===== config.mk =====
export PLATFORM = sky130hd
export DESIGN_NAME = core_ex_mc
export DESIGN_NICKNAME = d
export VERILOG_FILES = /design/src/rtl/core_ex_mc_pkg.sv /design/src/rtl/core_ex_muldiv.sv /design/src/rtl/core_ex_mc.sv
export SDC_FILE = /design/constraint.sdc
export NUM_CORES = 1
export LEC_CHECK = 0
export CORE_MARGIN = 5
export CORE_UTILIZATION = 29
export CTS_CLUSTER_DIAMETER = 60
export DETAILED_ROUTE_END_ITERATION = 6
export PLACE_DENSITY = 0.57
export SLEW_MARGIN = 20
export SYNTH_ARGS = -nofsm -noshare
export SYNTH_HDL_FRONTEND = slang
export SYNTH_SLANG_ARGS = --single-unit

===== constraint.sdc =====
create_clock -name clk -period 11.1 [get_ports clk]
set_input_delay 2.775 -clock clk [delete_from_list [all_inputs] [get_ports clk]]
set_output_delay 2.775 -clock clk [all_outputs]
set_load 0.1 [all_outputs]

===== src/rtl/core_ex_mc_pkg.sv =====
// Shared constants for the xRV32I execute stage with RV32M support.
// Holds the opcode/func3/func7 codes used by core_ex_mc and the
// state encoding of its multicycle FSM.
package core_ex_mc_pkg;

  // Opcodes
  localparam logic [6:0] INST_TYPE_R_M = 7'b0110011;
  localparam logic [6:0] INST_TYPE_I   = 7'b0010011;
  localparam logic [6:0] INST_JAL      = 7'b1101111;
  localparam logic [6:0] INST_JALR     = 7'b1100111;
  localparam logic [6:0] INST_TYPE_B   = 7'b1100011;

  // M-extension func7
  localparam logic [6:0] INST_FUNC7_M  = 7'b0000001;

  // M-extension func3
  localparam logic [2:0] INST_MUL    = 3'b000;
  localparam logic [2:0] INST_MULH   = 3'b001;
  localparam logic [2:0] INST_MULHSU = 3'b010;
  localparam logic [2:0] INST_MULHU  = 3'b011;
  localparam logic [2:0] INST_DIV    = 3'b100;
  localparam logic [2:0] INST_DIVU   = 3'b101;
  localparam logic [2:0] INST_REM    = 3'b110;
  localparam logic [2:0] INST_REMU   = 3'b111;

  // Branch func3
  localparam logic [2:0] INST_FUNC3_BEQ  = 3'b000;
  localparam logic [2:0] INST_FUNC3_BNE  = 3'b001;
  localparam logic [2:0] INST_FUNC3_BLT  = 3'b100;
  localparam logic [2:0] INST_FUNC3_BGE  = 3'b101;
  localparam logic [2:0] INST_FUNC3_BLTU = 3'b110;
  localparam logic [2:0] INST_FUNC3_BGEU = 3'b111;

  typedef enum logic [1:0] {
    S_IDLE = 2'd0,
    S_MUL  = 2'd1,
    S_DIV  = 2'd2
  } ex_state_e;

  typedef enum logic {
    MD_MUL = 1'b0,
    MD_DIV = 1'b1
  } md_op_e;

endpackage


===== src/rtl/core_ex_muldiv.sv =====
// Iterative unsigned multiplier (shift-add) / restoring divider.
// Ports:
//   clk, rst    clock, synchronous active-high reset
//   start       latch a/b/op and begin (ignored while abort is high)
//   abort       drop the operation in flight
//   op          0 = multiply, 1 = divide
//   a, b        unsigned operands (multiplicand/multiplier, dividend/divisor)
//   done        high during the final iteration cycle
//   result      value after this cycle's iteration: {hi, lo} product or
//               {remainder, quotient}; valid when done is high
module core_ex_muldiv
  import core_ex_mc_pkg::*;
#(
  parameter int unsigned XLEN      = 32,
  parameter int unsigned ITER_BITS = 1
) (
  input  logic              clk,
  input  logic              rst,
  input  logic              start,
  input  logic              abort,
  input  logic              op,
  input  logic [XLEN-1:0]   a,
  input  logic [XLEN-1:0]   b,
  output logic              done,
  output logic [2*XLEN-1:0] result
);

  localparam int unsigned STEPS = XLEN / ITER_BITS;
  localparam int unsigned CNT_W = $clog2(STEPS + 1);

  logic [2*XLEN-1:0] p_q, p_nx;
  logic [XLEN-1:0]   b_q;
  logic              op_q;
  logic              busy;
  logic [CNT_W-1:0]  cnt_q;
  logic [XLEN:0]     hi_t;
  logic [XLEN:0]     tr_t;

  // p_q holds {acc, multiplier} for multiply and {rem, dividend/quotient}
  // for divide; both retire one bit per inner iteration from the low half.
  always_comb begin
    p_nx = p_q;
    hi_t = '0;
    tr_t = '0;
    for (int unsigned i = 0; i < ITER_BITS; i++) begin
      if (op_q == MD_MUL) begin
        hi_t = {1'b0, p_nx[2*XLEN-1:XLEN]} + (p_nx[0] ? {1'b0, b_q} : '0);
        p_nx = {hi_t, p_nx[XLEN-1:1]};
      end else begin
        tr_t = {p_nx[2*XLEN-1:XLEN], p_nx[XLEN-1]};
        if (tr_t >= {1'b0, b_q}) begin
          tr_t = tr_t - {1'b0, b_q};
          p_nx = {tr_t[XLEN-1:0], p_nx[XLEN-2:0], 1'b1};
        end else begin
          p_nx = {tr_t[XLEN-1:0], p_nx[XLEN-2:0], 1'b0};
        end
      end
    end
  end

  assign done   = busy && (cnt_q == CNT_W'(STEPS - 1));
  assign result = p_nx;

  always_ff @(posedge clk) begin
    if (rst || abort) begin
      busy  <= 1'b0;
      cnt_q <= '0;
    end else if (start) begin
      busy  <= 1'b1;
      cnt_q <= '0;
      p_q   <= {{XLEN{1'b0}}, a};
      b_q   <= b;
      op_q  <= op;
    end else if (busy) begin
      p_q   <= p_nx;
      cnt_q <= cnt_q + CNT_W'(1);
      if (done) busy <= 1'b0;
    end
  end

endmodule


===== src/rtl/core_ex_mc.sv =====
// Registered execute stage for xRV32I with iterative RV32M.
// Resolves branches/JAL/JALR, forwards ALU results, and runs MUL/DIV
// through core_ex_muldiv while holding the pipeline.
// Ports:
//   clk, rst                 clock, synchronous active-high reset
//   in_valid / in_ready      input handshake from core_id
//   flush_in                 kill from core_ctrl
//   inst_addr_in .. reg_write_addr_in   decoded instruction fields
//   out_valid                one-cycle result strobe
//   reg_we_out/_addr/_data   write-back to core_regs
//   jump_flag_out/_addr_out  redirect to core_ctrl
//   hold_flag_out            stall while a multicycle op runs
module core_ex_mc
  import core_ex_mc_pkg::*;
#(
  parameter int unsigned     XLEN       = 32,
  parameter int unsigned     REG_ADDR_W = 5,
  parameter int unsigned     ITER_BITS  = 1,
  parameter logic [XLEN-1:0] RST_ADDR   = '0
) (
  input  logic                  clk,
  input  logic                  rst,
  input  logic                  in_valid,
  output logic                  in_ready,
  input  logic                  flush_in,
  input  logic [XLEN-1:0]       inst_addr_in,
  input  logic [6:0]            opcode_in,
  input  logic [2:0]            func3_in,
  input  logic [6:0]            func7_in,
  input  logic [XLEN-1:0]       reg1_data_in,
  input  logic [XLEN-1:0]       reg2_data_in,
  input  logic [XLEN-1:0]       imm_in,
  input  logic [XLEN-1:0]       alu_result_in,
  input  logic                  reg_we_in,
  input  logic [REG_ADDR_W-1:0] reg_write_addr_in,
  output logic                  out_valid,
  output logic                  reg_we_out,
  output logic [REG_ADDR_W-1:0] reg_write_addr_out,
  output logic [XLEN-1:0]       reg_write_data_out,
  output logic                  jump_flag_out,
  output logic [XLEN-1:0]       jump_addr_out,
  output logic                  hold_flag_out
);

  localparam logic [XLEN-1:0] INT_MIN = {1'b1, {(XLEN-1){1'b0}}};

  ex_state_e state_q, state_d;

  logic accept, is_m, fast, md_start, md_done, br_taken;
  logic signed_div, a_sgn, b_sgn, a_neg, b_neg, res_neg, div_zero, div_ovf;
  logic [XLEN-1:0]   a_abs, b_abs, fast_data, jalr_sum, md_data, q_raw, r_raw;
  logic [2*XLEN-1:0] md_result, mul_fix;

  logic [2:0]            m_func3_q;
  logic                  m_neg_q, m_we_q;
  logic [REG_ADDR_W-1:0] m_rd_q;

  logic                  ov_d, we_d, jf_d, hold_d;
  logic [REG_ADDR_W-1:0] addr_d;
  logic [XLEN-1:0]       data_d, ja_d;

  assign in_ready = (state_q == S_IDLE) && !rst;
  assign accept   = in_valid && in_ready && !flush_in;
  assign is_m     = (opcode_in == INST_TYPE_R_M) && (func7_in == INST_FUNC7_M);

  // Signedness of each operand; the unit works on magnitudes and the
  // result sign is restored from res_neg when it finishes.
  assign signed_div = ~func3_in[0];
  assign a_sgn = func3_in[2] ? signed_div
                             : ((func3_in == INST_MULH) || (func3_in == INST_MULHSU));
  assign b_sgn = func3_in[2] ? signed_div : (func3_in == INST_MULH);
  assign a_neg = a_sgn && reg1_data_in[XLEN-1];
  assign b_neg = b_sgn && reg2_data_in[XLEN-1];
  assign a_abs = a_neg ? -reg1_data_in : reg1_data_in;
  assign b_abs = b_neg ? -reg2_data_in : reg2_data_in;
  // Remainder takes the dividend's sign; everything else the XOR.
  assign res_neg = (func3_in[2] && func3_in[1]) ? a_neg : (a_neg ^ b_neg);

  assign div_zero  = (reg2_data_in == '0);
  assign div_ovf   = signed_div && (reg1_data_in == INT_MIN) && (reg2_data_in == '1);
  assign fast      = func3_in[2] && (div_zero || div_ovf);
  assign fast_data = func3_in[1] ? (div_zero ? reg1_data_in : '0)
                                 : (div_zero ? '1 : INT_MIN);

  assign md_start = accept && is_m && !fast;
  assign jalr_sum = reg1_data_in + imm_in;

  core_ex_muldiv #(
    .XLEN      (XLEN),
    .ITER_BITS (ITER_BITS)
  ) u_muldiv (
    .clk    (clk),
    .rst    (rst),
    .start  (md_start),
    .abort  (flush_in),
    .op     (func3_in[2]),
    .a      (a_abs),
    .b      (b_abs),
    .done   (md_done),
    .result (md_result)
  );

  always_comb begin
    case (func3_in)
      INST_FUNC3_BEQ:  br_taken = (reg1_data_in == reg2_data_in);
      INST_FUNC3_BNE:  br_taken = (reg1_data_in != reg2_data_in);
      INST_FUNC3_BLT:  br_taken = ($signed(reg1_data_in) <  $signed(reg2_data_in));
      INST_FUNC3_BGE:  br_taken = ($signed(reg1_data_in) >= $signed(reg2_data_in));
      INST_FUNC3_BLTU: br_taken = (reg1_data_in <  reg2_data_in);
      INST_FUNC3_BGEU: br_taken = (reg1_data_in >= reg2_data_in);
      default:         br_taken = 1'b0;
    endcase
  end

  assign mul_fix = m_neg_q ? -md_result : md_result;
  assign q_raw   = md_result[XLEN-1:0];
  assign r_raw   = md_result[2*XLEN-1:XLEN];

  always_comb begin
    case (m_func3_q)
      INST_MUL:                          md_data = mul_fix[XLEN-1:0];
      INST_MULH, INST_MULHSU, INST_MULHU: md_data = mul_fix[2*XLEN-1:XLEN];
      INST_DIV, INST_DIVU:               md_data = m_neg_q ? -q_raw : q_raw;
      default:                           md_data = m_neg_q ? -r_raw : r_raw;
    endcase
  end

  always_comb begin
    state_d = state_q;
    ov_d    = 1'b0;
    we_d    = 1'b0;
    jf_d    = 1'b0;
    hold_d  = 1'b0;
    addr_d  = reg_write_addr_out;
    data_d  = reg_write_data_out;
    ja_d    = RST_ADDR;
    case (state_q)
      S_IDLE: begin
        if (accept) begin
          if (is_m && !fast) begin
            state_d = func3_in[2] ? S_DIV : S_MUL;
            hold_d  = 1'b1;
          end else begin
            ov_d   = 1'b1;
            we_d   = reg_we_in;
            addr_d = reg_write_addr_in;
            data_d = '0;
            if (is_m) begin
              data_d = fast_data;
            end else begin
              case (opcode_in)
                INST_TYPE_R_M, INST_TYPE_I: data_d = alu_result_in;
                INST_JAL: begin
                  jf_d   = 1'b1;
                  ja_d   = inst_addr_in + imm_in;
                  data_d = inst_addr_in + XLEN'(4);
                end
                INST_JALR: begin
                  jf_d   = 1'b1;
                  ja_d   = {jalr_sum[XLEN-1:1], 1'b0};
                  data_d = inst_addr_in + XLEN'(4);
                end
                INST_TYPE_B: begin
                  we_d = 1'b0;
                  if (br_taken) begin
                    jf_d = 1'b1;
                    ja_d = inst_addr_in + imm_in;
                  end
                end
                default: data_d = '0;
              endcase
            end
          end
        end
      end
      S_MUL, S_DIV: begin
        if (flush_in) begin
          state_d = S_IDLE;
        end else if (md_done) begin
          state_d = S_IDLE;
          ov_d    = 1'b1;
          we_d    = m_we_q;
          addr_d  = m_rd_q;
          data_d  = md_data;
        end else begin
          hold_d = 1'b1;
        end
      end
      default: state_d = S_IDLE;
    endcase
  end

  always_ff @(posedge clk) begin
    if (rst) begin
      state_q            <= S_IDLE;
      out_valid          <= 1'b0;
      reg_we_out         <= 1'b0;
      reg_write_addr_out <= '0;
      reg_write_data_out <= '0;
      jump_flag_out      <= 1'b0;
      jump_addr_out      <= RST_ADDR;
      hold_flag_out      <= 1'b0;
    end else begin
      state_q            <= state_d;
      out_valid          <= ov_d;
      reg_we_out         <= we_d;
      reg_write_addr_out <= addr_d;
      reg_write_data_out <= data_d;
      jump_flag_out      <= jf_d;
      jump_addr_out      <= ja_d;
      hold_flag_out      <= hold_d;
    end
  end

  always_ff @(posedge clk) begin
    if (md_start) begin
      m_func3_q <= func3_in;
      m_neg_q   <= res_neg;
      m_we_q    <= reg_we_in;
      m_rd_q    <= reg_write_addr_in;
    end
  end

endmodule


==> impl_metrics.toml, run 1 <==
[run_status]
run_status = "finished, final reports clean"

[clock_network]
post_cts_buffers = 0
cts_buffers = 17
cts.clk_slew.worst_paths_ns = 0.08
clock_sinks = 189
ctsResizeCount = 0
clk_latency_ns = 0.49
ctsHoldBuffers = 0
cts_tree = "done"
htreeDepth = 4
cts_root_buf = "clkbuf_16"
clockBufferDepth = 2

[synth]
seq_area_frac_synth_pct = 23.28
synthAdderAreaFrac_pct = 10.34
syn_area_per_cell_um2 = 7.844
synthSimpleGateAreaFrac_pct = 21.14
syn-num-nets = 3016
yosys_register_bits = 189
synth_edf_count = 107
synthMuxAreaShare_pct = 3.701
synth_xor_area_share_pct = 9.490
syn_area_um2 = 20860
synth-compound-area-share_pct = 27.37
ys_warn_count = 0
synth_top_family_by_area = "compound AO/OA/AOI/OAI gates"
synthFlopType = "edfxtp_1"
synth_cells = 2659
async_reset_ff_share_pct = 0
ys_types = 96

[finish]
nNetsFinal = 3196
regArea_um2 = 4855
area_delta_synth_final_pct = 19.77
multi_input_area_um2 = 15070
drive_above_1_share_pct = 5.084
nFillCells = 7613

[setup_path]
cp_slowest_cell = "clkdlybuf4s50_1"
critPathKind = "input pin to output port"
end_kind = "output port"
crit_arrival_ns = 4.69
cp_common_cell = "clkdlybuf4s50_1"
path_buf_inv = 3
slowest_delay_ns = 1.14
cp-start-kind = "input pin"
cp_cell_sequence = "clkdlybuf4s50_1 > buf_4 > nor2_1 > clkdlybuf4s50_1"
path_max_fanout = 35
critPathRequiredTime_ns = 8.33
cpLargestDelayFamily = "buffers and inverters"

[sta]
post-route-period-util_pct = 67.22
fin_crit_ns = 7.462
maxSlewViolCount = 0
tns_ns = 0
maxSlewHeadroom_pct = 27.05
holdWs_ns = 0.4452
worst_slew_pin_slew_ns = 1.090
timing.fmax_mhz = 134.0
finClkSkew_ns = 0.01539
rsz0062_at_grt = "false"
setup_viol = 0
hold_viol = 0

[route]
drc = 0
wl_per_cell_um = 23.39
drt_iter0_drc = 2119
dr.pass1.iters = 6
ant_nets = 0
via_per_inst = 5.720
wl_um = 89030
num_vias = 21770

[power_and_ir_drop]
pwr-share-clk_pct = 34.9
p_leak_nw = 9.291
ir_worst_vdd_mv = 0.08201
p_sw_w = 0.0005623
switching_share_pct = 31.43
p_int_w = 0.001227
pwr-share-seq_pct = 41.4
combPwrFrac_pct = 23.8
p_per_area_nw_per_um2 = 71.62

[global_routing]
grt_pass1_wl_um = 131900
antenna_found_initial = 5
grt_usage_pct = 22.03
grt_max_degree = 77
grt_pass1_vias = 20630
gr-total-overflow = 0

[floorplan]
num_io_pins = 261
dieWidth_um = 278.2
rows = 98
core-area_um2 = 71360
start_util_pct = 29.23
die-area_um2 = 77390
die_h_um = 278.2

[job]
maxCapViolCount = 0

[worst_hold_path]
min_path_type = "flip-flop to flip-flop"

[placement]
portBuffers = 260
dp_hpwl_um = 72740
gp_congestion = 0.9413
## area by class of cell
cell class	instances	area share (%)
clock inverter	14	0.5109
tap	950	4.758
timing repair buffer	292	11.38
antenna	4	0.04007
clock buffer	18	1.758
multi-input combinational	2219	60.32
inverter	120	1.803
sequential	189	19.43
## power groups by stage
stage | Sequential (W) | Clock (W) | Combinational, W
2_1_floorplan | 0.000772 | 0 | 0.000227
3_3_place_gp | 0.000756 | 0 | 0.000420
3_5_place_dp | 0.000756 | 0 | 0.000419
4_1_cts | 0.000740 | 0.000637 | 0.000421
5_1_grt | 0.000740 | 0.000664 | 0.000460
6_report | 0.000740 | 0.000623 | 0.000426
## layer usage
layer / GRT usage (%) / wire [um] / vias up
met5: 0 / 12 / -
met4: 9.066 / 3915 / 2
met3: 3.347 / 5528 / 172
met2: 38.84 / 44000 / 909
met1: 26.85 / 35580 / 10340
li1: - / - / 10350
## cells in the mapped netlist (11+ instances only)
master / number / area (um2)
nor2b_1: 19 / 118.9
or3_1: 29 / 181.4
a221oi_1: 33 / 289.0
a31o_2: 13 / 113.9
nor3_1: 68 / 340.3
nor4_1: 25 / 156.4
mux2_2: 17 / 191.4
nand3_1: 70 / 350.3
nand2b_1: 31 / 193.9
o31ai_1: 23 / 172.7
o221ai_1: 11 / 96.34
o41ai_1: 13 / 113.9
a211o_1: 11 / 96.34
inv_1: 119 / 446.7
nand4_1: 58 / 362.9
mux2i_1: 58 / 580.6
and2_1: 49 / 306.5
or2_2: 17 / 106.4
ha_1: 166 / 2077
a31oi_1: 44 / 275.3
o21ai_0: 176 / 880.8
a211oi_1: 38 / 285.3
nand2_1: 184 / 690.7
and3_1: 29 / 181.4
buf_2: 18 / 90.09
clkbuf_1: 101 / 379.1
o21bai_1: 17 / 127.6
nor2_1: 261 / 979.7
xor2_1: 70 / 613.1
dfxtp_1: 82 / 1642
o211ai_1: 34 / 255.2
xnor2_1: 156 / 1366
o21a_1: 24 / 180.2
o22ai_1: 13 / 81.33
a21oi_1: 211 / 1056
a22oi_1: 25 / 187.7
edfxtp_1: 107 / 3213
a21o_1: 73 / 548.0
## path summary, 6_finish.rpt
| kind | startpoint | cells past startpoint | slack (ns) | to |
|---|---|---|---|---|
| setup reg to reg | u_muldiv.p_q[50] | 20 | 5.00 | reg_write_data_out[10] |
| setup / recovery | rst | 4 | 3.64 | in_ready |
| hold reg to reg | reg_write_data_out[28] | 2 | 0.45 | reg_write_data_out[28] |
| hold / removal | reg_write_data_out[28] | 2 | 0.45 | reg_write_data_out[28] |
## sequential cells by signal, indices dropped and copies added, names as in the netlist, 3 cells and up
register / flops
m_func3_q: 3
u_muldiv.cnt_q: 6
u_muldiv.p_q: 64
m_rd_q: 5
jump_addr_out: 32
reg_write_data_out: 32
u_muldiv.b_q: 32
reg_write_addr_out: 5
## worst register-to-register path, stage by stage, from the launching register on
cell      delay (ns)
edfxtp_1        0.49
ha_1            0.45
nand4_1         0.32
nor3_1          0.15
a31oi_1         0.21
nor3_1          0.09
nor3_2          0.36
buf_4           0.32
nand2_2         0.36
mux2i_1         0.43
ha_1            0.27
o211ai_1        0.19
or3_1           0.38
or3_1           0.50
nand2_1         0.16
nand2_1         0.08
o31a_1          0.31
o221ai_1        0.19
a31oi_1         0.13
or3_1           0.49
a21oi_1         0.13
## cells by family (layout without fill, tap and decap cells)
kind of cell	count (synthesis)	after routing
other cells	0	4
simple gates	889	889
xor+xnor	226	226
mux	75	75
buf+inv	251	444
flops	189	189
fa+ha+maj	170	170
compound gates	859	859
## through the flow
step | cell area (um2) | setup slack (ns) | instances | utilization (%) | power, W
floorplan | 20860 | 3.730 | 2659 | - | 0.0009991
global placement | 24400 | 3.487 | 3770 | 34.19 | 0.001176
detailed placement | 24400 | 3.452 | 3770 | 34.20 | 0.001175
CTS | 24970 | 3.632 | 3802 | 34.99 | 0.001799
global route | 24980 | 3.376 | 3804 | 35.00 | 0.001865
finish | 24980 | 3.638 | 3806 | 35.00 | 0.001789
## cells in the final DEF, fill, tap and decap left out, types with 23 or more instances in the layout
master,count
o21a_1,24
nor3_1,67
dfxtp_1,82
and3_1,28
or3_1,29
nand2b_1,31
inv_1,119
and2_1,48
nand2_1,183
nand3_1,70
a221oi_1,33
o211ai_1,34
nand4_1,58
a21oi_1,211
a21o_1,73
a22oi_1,25
clkdlybuf4s50_1,260
a31oi_1,44
mux2i_1,58
a211oi_1,38
nor4_1,23
o31ai_1,23
o21ai_0,176
buf_4,32
edfxtp_1,107
xnor2_1,156
ha_1,165
xor2_1,70
nor2_1,259
No activity file was read; power rests on OpenSTA's default activity.
==> run 2, diff against run 1 <==
PLACE_DENSITY = 0.59   (was 0.57)
clock period = 6.2 ns   (was 11.1 ns; I/O delays follow)
==> impl_metrics.toml, run 2 (synthesis gave the netlist of run 1 again) <==
[sta]
hold_viol = 0
finClkSkew_ns = 0.01411
timing.fmax_mhz = 175.7
tns_ns = 0
rsz0062_at_grt = "false"
fin_ws_ns = 0.5097
maxSlewViolCount = 0
post-route-period-util_pct = 91.78
setup_viol = 0
worst_slew_pin_slew_ns = 1.075
maxSlewHeadroom_pct = 28.09
fin_crit_ns = 5.690

[clock_network]
htreeDepth = 4
clk_latency_ns = 0.48
cts_tree = "done"
ctsResizeCount = 0
cts.clk_slew.worst_paths_ns = 0.08
clock_sinks = 189
cts_buffers = 17
ctsHoldBuffers = 0
cts_root_buf = "clkbuf_16"
post_cts_buffers = 0
clockBufferDepth = 2

[route]
ant_nets = 0
drt_iter0_drc = 2018
drc = 0
num_vias = 22070
wl_um = 89580
via_per_inst = 5.719
dr.pass1.iters = 6
wl_per_cell_um = 23.21

[floorplan]
core-area_um2 = 71360
rows = 98
die-area_um2 = 77390
dieWidth_um = 278.2
num_io_pins = 261
start_util_pct = 29.23
die_h_um = 278.2

[setup_path]
slowest_delay_ns = 0.50
path_max_fanout = 19
cp_cell_sequence = "ha_1 > nand4_1 > nor3_1 > a31oi_1 > nor3_1 > nor3_2 > buf_4 > a211oi_2 > nor3_1 > inv_1 > ha_1 > inv_1 > a311oi_1 > nand4_1 > or3_1 > o41ai_1 > xor2_1 > a21oi_1 > o21ai_1"
critPathKind = "flip-flop to flip-flop"
startpoint = "u_muldiv.p_q[49]"
r2r-start = "u_muldiv.p_q[49]"
cpLargestDelayFamily = "simple AND/OR/NAND/NOR gates"
cp_slowest_cell = "ha_1"
path_buf_inv = 3
end_kind = "flip-flop"
cp_common_cell = "nor3_1"
critPathRequiredTime_ns = 6.61
crit_arrival_ns = 6.10
cp-start-kind = "flip-flop"

[global_routing]
grt_usage_pct = 22.09
gr-total-overflow = 0
antenna_found_initial = 2
grt_max_degree = 77
grt_pass1_wl_um = 133100
grt_pass1_vias = 20980

[finish]
largest_reg_flops = 64
fin_util_pct = 35.60
layout_common_cells = "259 x nor2_1, 259 x clkdlybuf4s50_1, 211 x a21oi_1, 182 x nand2_1, 176 x o21ai_0"
top_register = "u_muldiv.p_q"
area_delta_synth_final_pct = 21.79
drive_above_1_share_pct = 7.047
nNetsFinal = 3253
n_antenna_cell = 0

[power_and_ir_drop]
ir_worst_vdd_mv = 0.1527
p_per_area_nw_per_um2 = 127.3
design_power_total_w = 0.003232
p_leak_nw = 9.579

[worst_hold_path]
hold_start = "reg_write_data_out[28]"
min_path_type = "flip-flop to flip-flop"

[job]
maxCapViolCount = 0

[placement]
portBuffers = 260
gp_congestion = 0.9687
dp_hpwl_um = 73600
dpl_worst_slack_ns = 0.2337

[run_status]
run_status = "finished, final reports clean"
==> run 2: report_power, final <==
| part | switching [W] | leakage [nW] | internal, W |
|---|---|---|---|
| Combinational | 0.000434 | 7.67 | 0.000351 |
| Sequential | 0.00000299 | 1.62 | 0.00132 |
| Clock | 0.000587 | 0.287 | 0.000536 |
| Total | 0.00102 | 9.58 | 0.00221 |
==> run 2: layout make-up <==
class,count,area (um2)
Fill cell,7546,45960
Clock buffer,17,425.4
Tap cell,950,1189
Clock inverter,15,143.9
Timing Repair Buffer,349,3281
Sequential cell,189,4855
Multi-Input combinational cell,2219,15060
Inverter,120,450.4
==> run 2: routing by layer <==
layer	up-vias	share of wire, %	track usage [%]
met5	-	0.0078	0
met4	2	6.9	12.95
met3	218	5.7	2.315
met2	899	46	36.39
met1	10520	41	28.09
li1	10430	-	-
==> run 2: final timing paths <==
kind,cells past startpoint,to,slack (ns)
worst max register to register,19,reg_write_data_out[24],0.51
worst max-delay path,19,reg_write_data_out[24],0.51
worst min-delay path,2,reg_write_data_out[28],0.44
worst min register to register,2,reg_write_data_out[28],0.44
==> run 2: worst min-delay path: cells and delay by family, from the launching register on <==
| family | cells | cell delay (ns) |
|---|---|---|
| flops | 1 | 0.31 |
| simple gates | 2 | 0.09 |
==> run 2: per-stage QoR <==
stage               instances  hold slack [ns]  instance area (um2)
floorplan                2659           0.4486                20860
global placement         3827           0.4273                24830
detailed placement       3827           0.4351                24830
CTS                      3859           0.4463                25400
global route             3859           0.4878                25400
finish                   3859           0.4422                25400
